File: src/rtl/sequential_multiplier_if.sv
// Handshake and data bundle between the ALU control (master) and the
// sequential multiplier (slave).
//
// Handshake: the master raises start with a/b valid. The slave accepts it
// only on an edge where it is not computing, i.e. while busy is low. Once
// accepted, a/b are captured and may change freely. done pulses for
// exactly one cycle and product is valid with it. product then holds until
// the next completion. There is no backpressure: the master must watch
// busy/done and must not assume that a start raised mid-operation will be
// remembered.
interface sequential_multiplier_if;
  logic        start;
  logic [31:0] a;
  logic [31:0] b;
  logic [63:0] product;
  logic        busy;
  logic        done;
  // Debug view of the FSM state: 0 = IDLE, 1 = RUN, 2 = DONE.
  logic [1:0]  state;

  modport master (
    output start, a, b,
    input  product, busy, done, state
  );

  modport slave (
    input  start, a, b,
    output product, busy, done, state
  );
endinterface

File: src/rtl/sequential_multiplier.sv
// Iterative 32x32 unsigned shift-and-add multiplier.
//
// One multiplier bit is consumed per cycle. The partial product is the
// multiplicand ANDed with the current LSB of the multiplier. That value is
// added into the upper half of a 65-bit accumulator {c, hi, lo}. The whole
// accumulator then shifts right by one, so the multiplier bits drain out of
// lo while the product bits fill in from the top. After 32 iterations,
// {hi, lo} holds the exact 64-bit product.
module sequential_multiplier (
  input  logic clk,
  input  logic rst_n,
  sequential_multiplier_if.slave bus
);

  localparam logic [1:0] S_IDLE = 2'd0;
  localparam logic [1:0] S_RUN  = 2'd1;
  localparam logic [1:0] S_DONE = 2'd2;

  logic [1:0]  state_q,   state_d;
  logic [31:0] mcand_q,   mcand_d;
  logic        c_q,       c_d;
  logic [31:0] hi_q,      hi_d;
  logic [31:0] lo_q,      lo_d;
  logic [4:0]  count_q,   count_d;
  logic [63:0] product_q, product_d;
  logic        busy_q,    busy_d;
  logic        done_q,    done_d;

  logic [31:0] addend;
  logic [32:0] sum;
  logic [64:0] acc_next;
  logic        load;

  // Datapath for one iteration: AND-gated addend, 33-bit sum, then shift.
  always_comb begin
    addend   = mcand_q & {32{lo_q[0]}};
    sum      = {c_q, hi_q} + {1'b0, addend};
    acc_next = {sum, lo_q} >> 1;
  end

  // An operation is accepted in IDLE. It is also accepted on the edge that
  // leaves DONE, because the machine returns to IDLE on that same edge. This
  // gives back-to-back operations a 33-cycle spacing. A start seen earlier,
  // during RUN or inside DONE, is not remembered.
  always_comb begin
    load = bus.start && ((state_q == S_IDLE) || (state_q == S_DONE));
  end

  // Next-state and register-update logic for the FSM and datapath.
  always_comb begin
    state_d   = state_q;
    mcand_d   = mcand_q;
    c_d       = c_q;
    hi_d      = hi_q;
    lo_d      = lo_q;
    count_d   = count_q;
    product_d = product_q;
    busy_d    = busy_q;
    done_d    = 1'b0;

    case (state_q)
      S_IDLE: begin
        busy_d = 1'b0;
      end
      S_RUN: begin
        c_d     = acc_next[64];
        hi_d    = acc_next[63:32];
        lo_d    = acc_next[31:0];
        count_d = count_q + 5'd1;
        if (count_q == 5'd31) begin
          product_d = acc_next[63:0];
          state_d   = S_DONE;
          busy_d    = 1'b0;
          done_d    = 1'b1;
        end
      end
      S_DONE: begin
        state_d = S_IDLE;
        busy_d  = 1'b0;
      end
      default: begin
        state_d = S_IDLE;
        busy_d  = 1'b0;
      end
    endcase

    if (load) begin
      mcand_d = bus.a;
      c_d     = 1'b0;
      hi_d    = 32'd0;
      lo_d    = bus.b;
      count_d = 5'd0;
      state_d = S_RUN;
      busy_d  = 1'b1;
    end
  end

  // State registers; an asynchronous reset aborts any operation in flight.
  always_ff @(posedge clk or negedge rst_n) begin
    if (!rst_n) begin
      state_q   <= S_IDLE;
      mcand_q   <= 32'd0;
      c_q       <= 1'b0;
      hi_q      <= 32'd0;
      lo_q      <= 32'd0;
      count_q   <= 5'd0;
      product_q <= 64'd0;
      busy_q    <= 1'b0;
      done_q    <= 1'b0;
    end else begin
      state_q   <= state_d;
      mcand_q   <= mcand_d;
      c_q       <= c_d;
      hi_q      <= hi_d;
      lo_q      <= lo_d;
      count_q   <= count_d;
      product_q <= product_d;
      busy_q    <= busy_d;
      done_q    <= done_d;
    end
  end

  // All outputs come straight from registers.
  always_comb begin
    bus.product = product_q;
    bus.busy    = busy_q;
    bus.done    = done_q;
    bus.state   = state_q;
  end

endmodule

File: src/flat_wrapper.sv
// flat-port wrapper written by rule: the top's interface ports become plain ports
module sequential_multiplier_flat 
  (clk, rst_n, bus_start, bus_a, bus_b, bus_product, bus_busy, bus_done, bus_state);
  sequential_multiplier_if bus_i ();
  input  logic clk;
  input  logic rst_n;
  input wire logic [$bits(bus_i.start)-1:0] bus_start;
  input wire logic [$bits(bus_i.a)-1:0] bus_a;
  input wire logic [$bits(bus_i.b)-1:0] bus_b;
  output wire logic [$bits(bus_i.product)-1:0] bus_product;
  output wire logic [$bits(bus_i.busy)-1:0] bus_busy;
  output wire logic [$bits(bus_i.done)-1:0] bus_done;
  output wire logic [$bits(bus_i.state)-1:0] bus_state;
  assign bus_i.start = bus_start;
  assign bus_i.a = bus_a;
  assign bus_i.b = bus_b;
  assign bus_product = bus_i.product;
  assign bus_busy = bus_i.busy;
  assign bus_done = bus_i.done;
  assign bus_state = bus_i.state;
  sequential_multiplier u_core (.clk(clk), .rst_n(rst_n), .bus(bus_i));
endmodule
File: config.mk
export PLATFORM = sky130hd
export DESIGN_NAME = sequential_multiplier_flat
export DESIGN_NICKNAME = d
export VERILOG_FILES = /design/src/rtl/sequential_multiplier_if.sv /design/src/rtl/sequential_multiplier.sv /design/src/flat_wrapper.sv
export SDC_FILE = /design/constraint.sdc
export NUM_CORES = 1
export LEC_CHECK = 0
export CAP_MARGIN = 10
export CORE_UTILIZATION = 42
export DETAILED_ROUTE_END_ITERATION = 8
export PLACE_DENSITY = 0.67
export SLEW_MARGIN = 5
export SYNTH_ARGS = -nofsm -noshare
export SYNTH_HDL_FRONTEND = slang
export SYNTH_SLANG_ARGS = --single-unit
File: constraint.sdc
create_clock -name clk -period 2.75 [get_ports clk]
set_input_delay 0.4125 -clock clk [delete_from_list [all_inputs] [get_ports clk]]
set_output_delay 0.4125 -clock clk [all_outputs]
set_load 0.02 [all_outputs]
==> results of run 1 <==
logic make-up (layout without fill, tap and decap cells):
group,after synthesis,count (layout)
adders and majority gates,35,35
and+or+nand+nor,438,438
DFF,169,169
buffers and inverters,63,275
AOI/OAI and AO/OA,188,188
xor gates and xnor gates,19,19
muxes,19,19
power by group:
| group | leakage, nW | internal, mW | switching (mW) |
|---|---|---|---|
| combinational | 3.19 | 4.32 | 4.63 |
| clock | 0.272 | 1.26 | 1.07 |
| sequential | 2.06 | 3.69 | 0.820 |
| total | 5.52 | 9.27 | 6.52 |
stage by stage:
step	setup TNS, ns	hold slack [ns]	util, %	instances	setup slack, ns
final	-2.18	0.473	60.8	1408	-0.182
after global routing	-5.22	0.500	60.8	1408	-0.253
after CTS	-1.54	0.477	59.5	1403	-0.143
after detailed placement	-3.15	0.414	54.5	1363	-0.245
after global placement	-1.53	0.410	54.5	1363	-0.210
after floorplan	-0.0301	0.117	-	931	-0.0150
repair_timing:
item / 4_1_cts / 5_1_grt
hold buffers: 1 / 0
endpoints found under the hold margin: 52 / 0
cloned: 1 / 0
resized for setup: 63 / 38
endpoints found under the setup margin: 29 / 39
buffers inserted: 6 / 6
pin swaps: 33 / 20
final cells by class:
| class | instances | area (um^2) |
|---|---|---|
| Tap cell | 265 | 332 |
| Timing Repair Buffer | 233 | 2180 |
| Clock inverter | 15 | 140 |
| Sequential cell | 169 | 4230 |
| Fill cell | 1696 | 7710 |
| Multi-Input combinational cell | 699 | 4600 |
| Clock buffer | 17 | 425 |
| Inverter | 10 | 37.5 |
critical path, delay by kind of cell, from the launching register on:
family                   cells  cell delay [ns]
AO/OA/AOI/OAI                4             1.33
buffers and inverters        3             0.48
flip-flops                   1             0.45
AND/OR/NAND/NOR              3             0.30
adder cells (fa/ha/maj)      1             0.29
cell usage after synthesis (12+ instances only):
master,count,area [um^2]
sky130_fd_sc_hd__a21oi_1,36,180
sky130_fd_sc_hd__a22oi_1,33,248
sky130_fd_sc_hd__mux2_2,14,158
sky130_fd_sc_hd__buf_1,18,67.6
sky130_fd_sc_hd__o21ai_0,23,115
sky130_fd_sc_hd__a22o_1,21,184
sky130_fd_sc_hd__a21o_1,12,90.1
sky130_fd_sc_hd__and2_1,35,219
sky130_fd_sc_hd__nand3_1,13,65.1
sky130_fd_sc_hd__nand2_1,311,1170
sky130_fd_sc_hd__ha_1,34,425
sky130_fd_sc_hd__nand4_1,13,81.3
sky130_fd_sc_hd__nor2_1,32,120
sky130_fd_sc_hd__dfrtp_1,169,4230
sky130_fd_sc_hd__clkbuf_1,33,124
worst paths after layout:
path | startpoint | end | slack, ns
worst max-delay path | u_core.lo_q[0] | u_core.hi_q[26] | -0.18
worst min-delay path | u_core.mcand_q[16] | u_core.mcand_q[16] | 0.47
worst max register to register | u_core.lo_q[0] | u_core.hi_q[26] | -0.18
worst min register to register | u_core.mcand_q[16] | u_core.mcand_q[16] | 0.47
max in group asynchronous | rst_n | u_core.mcand_q[31] | 1.49
min in group asynchronous | rst_n | u_core.bus.product[48] | 0.51
state kept, by name (all words and copies together), names as in the netlist:
name                cells
u_core.bus.busy         1
u_core.lo_q            32
u_core.bus.state        2
u_core.hi_q            32
u_core.count_q          5
u_core.bus.done         1
u_core.mcand_q         32
u_core.bus.product     64
metal layers:
layer	vias up	part of all wire, %	wire length, um	global-route usage, %
met5	-	0	0	0
met4	0	1.4	328	6.76
met3	27	4.3	998	4.24
met2	178	46	10700	35.8
met1	3550	48	11200	33.8
li1	3598	-	-	-
cell usage in the layout, fill, tap and decap left out, types with 13 or more instances in the layout:
| cell | n |
|---|---|
| sky130_fd_sc_hd__clkbuf_16 | 17 |
| sky130_fd_sc_hd__nand2_1 | 308 |
| sky130_fd_sc_hd__a21oi_1 | 27 |
| sky130_fd_sc_hd__dfrtp_1 | 168 |
| sky130_fd_sc_hd__clkdlybuf4s50_1 | 133 |
| sky130_fd_sc_hd__o21ai_0 | 17 |
| sky130_fd_sc_hd__and2_1 | 29 |
| sky130_fd_sc_hd__nand4_1 | 13 |
| sky130_fd_sc_hd__ha_4 | 14 |
| sky130_fd_sc_hd__a22oi_1 | 33 |
| sky130_fd_sc_hd__buf_4 | 84 |
| sky130_fd_sc_hd__ha_1 | 18 |
| sky130_fd_sc_hd__a22o_1 | 21 |
| sky130_fd_sc_hd__nor2_1 | 30 |
==> results by stage, run 1 <==
Routing:
- The total wirelength of the detailed-routed design is between 20 and 25 mm.
- The first detailed-routing pass ran for 7 iterations.
- The count of nets left with antenna violations after detail routing is 0.
- The number of design-rule violations left by the first detailed-router iteration is 595.
- Dividing the detail-routed via count by the number of cells gives 5.22.
- The routed layout has approximately 7400 vias.
- For this run, design rule violations remaining after detail routing come to 0.
- The detail-routed net length per standard cell is roughly 16 um.

Worst hold path:
- The path category of the worst min-delay check is reg2reg.
- The worst hold path passes through 2 cells.

STA:
- In the post-route analysis, the smallest setup slack over all paths is -0.182 ns.
- The smallest clock period supported by the final layout is computed as 2.93 ns.
- Derived from the worst setup path, the maximum achievable clock frequency is around 340 MHz.
- The final worst-path cycle share is 107%.
- The max-slew violation count is 0.
- The total count of hold-check failures in the final report came to 0.
- The worst pin sits at a relative slew slack of 48.1%.
- The pin slew with the least headroom to its limit is 0.779 ns.
- Setup repair after global routing could not meet its margin everywhere.
- Setup violations remaining at the end of the flow were counted as 24.
- The final clock skew is 0.0131 ns.

Synthesis:
- The sequential-to-total area share from yosys stat is roughly half.
- The synthesized cell area is roughly 0.0085 mm^2.
- The fraction of the mapped netlist area in simple logic gates is 21.9%.
- The most used flip-flop cell after synthesis is sky130_fd_sc_hd__dfrtp_1.
- The number of enable-type register cells in the synthesized netlist is 0.
- The share of synthesized registers carrying an async set or reset is 100%.
- The post-synthesis cell type count is 54.
- Of the total synthesized cell area, the portion taken by XOR and XNOR cells is 1.95%.
- After synthesis, the mean cell area works out to 9.15 um^2.
- The synthesized netlist net count is 1033.
- The number of synthesized register bits is roughly 170.
- The synthesized netlist devotes approximately 5.2% of its cell area to adder and majority cells.
- The share of the synthesized area in compound gates (AO/OA/AOI/OAI) is between 10% and 20%.
- The instance count of the mapped netlist is slightly above 900.
- The multiplexer share of the synthesized area is 2.44%.
- The dominant combinational cell family by area after synthesis is simple AND/OR/NAND/NOR gates.
- The warning count from the yosys run is 0.

Final layout:
- In the final layout, the share of cells above drive strength 1 is 19.9%.
- The summed area of non-filler cells in the final layout is between 0.01 and 0.015 mm^2.
- The layout net count is between 1000 and 1500.
- From synthesis to final layout, the design area changed by 40.3%.
- The number of antenna repair diodes is 0.

Power:
- The post-route total power is 15.8 mW.
- IR analysis of the VDD net gives a maximum drop of between 0.5 and 0.6 mV.
- For this design the ratio of total power to cell area is between 1000 and 1500 mW/mm^2.
- The leakage power summed over all cells is 5.52 nW.

Critical path:
- The worst setup path is of the reg2reg kind.
- STA classifies the critical path startpoint as a register.
- The library cell appearing most often on the critical path is sky130_fd_sc_hd__buf_4.
- On the worst path, the slowest cell contributes a delay of 0.49 ns.
- Among all stages on the critical path, the largest delay is contributed by sky130_fd_sc_hd__a2111o_1.
- The worst endpoint data arrival time is 3.30 ns.
- The signal on the critical path passes through buf_4, buf_6, and2_1, ha_4, a21o_1, nor2_1, a2111o_1, a211o_4, buf_4, a211o_1, nand3_1.
- The path depth of the worst reg2reg path is 11.
- The biggest fanout along the worst timing path is 15.
- The data required time of the worst path is 3.11 ns.
- The worst setup path is captured at a register.

Global route:
- The pin count of the biggest net entering global routing is 68.
- The initial antenna violation count came to 0.
- Global routing used 23.4% of the available tracks across all layers.
- The total grt overflow is 0.
- The number of global-route vias before repair is 7384.
- The global-route wire length before repair is 38.0 mm.

CTS:
- Clock latency on the worst-skew pair, taken at its later pin, is around 0.44 ns.
- The buffer depth of the longest clock path is 2.
- TritonCTS built the clock tree.
- The H-tree was split into 4 levels.
- The clock transition at the registers of the reported paths is 0.07 ns.
- The cell at the root of the clock tree is sky130_fd_sc_hd__clkbuf_16.
- The clock net in this run drives a total of 169 sinks.
- The total CTS buffers is 17.

Placed design:
- The final weighted congestion of routability-driven global placement is 0.847.
- The number of input and output port buffers inserted is between 100 and 150.
- Summed over all nets, the half-perimeter wirelength after detailed placement is roughly 15 mm.
- In this run the cell area measured after placement is about 0.011 mm^2.

Floorplan:
- The horizontal extent of the die is 144 um.
- The total die area is 0.0208 mm^2.
- In this run the core area contains 51 standard-cell rows.
- The initial utilization of the core area, before any placement, comes to 43.3%.
- The standard cell core area is 0.0197 mm^2.
- From bottom edge to top edge, the die measures 144 um.
- Pin placement for this block handled about 140 I/O pins.

Flow run:
- Across the run, the number of max-cap violations was 0.

Outcome:
- The checks that failed: setup timing.
- The flow ran to the end, but the final reports show violations.
Note: power is estimated with default switching activity, not from simulation.
==> run 2: changes to the inputs <==
--- a/config.mk
+++ b/config.mk
@@ -8,6 +8,7 @@
 export CAP_MARGIN = 10
 export CORE_UTILIZATION = 42
 export DETAILED_ROUTE_END_ITERATION = 8
+export GPL_ROUTABILITY_DRIVEN = 0
 export PLACE_DENSITY = 0.67
 export SLEW_MARGIN = 5
 export SYNTH_ARGS = -nofsm -noshare
==> results of run 2 <==
No change in the layout: final DEF, timing and power equal those of run 1.
==> run 3: changes to the inputs <==
--- a/config.mk
+++ b/config.mk
@@ -5,6 +5,7 @@
 export SDC_FILE = /design/constraint.sdc
 export NUM_CORES = 1
 export LEC_CHECK = 0
+export ABC_AREA = 0
 export CAP_MARGIN = 10
 export CORE_UTILIZATION = 42
 export DETAILED_ROUTE_END_ITERATION = 8
==> results of run 3 <==
No change in the layout: final DEF, timing and power equal those of run 1.
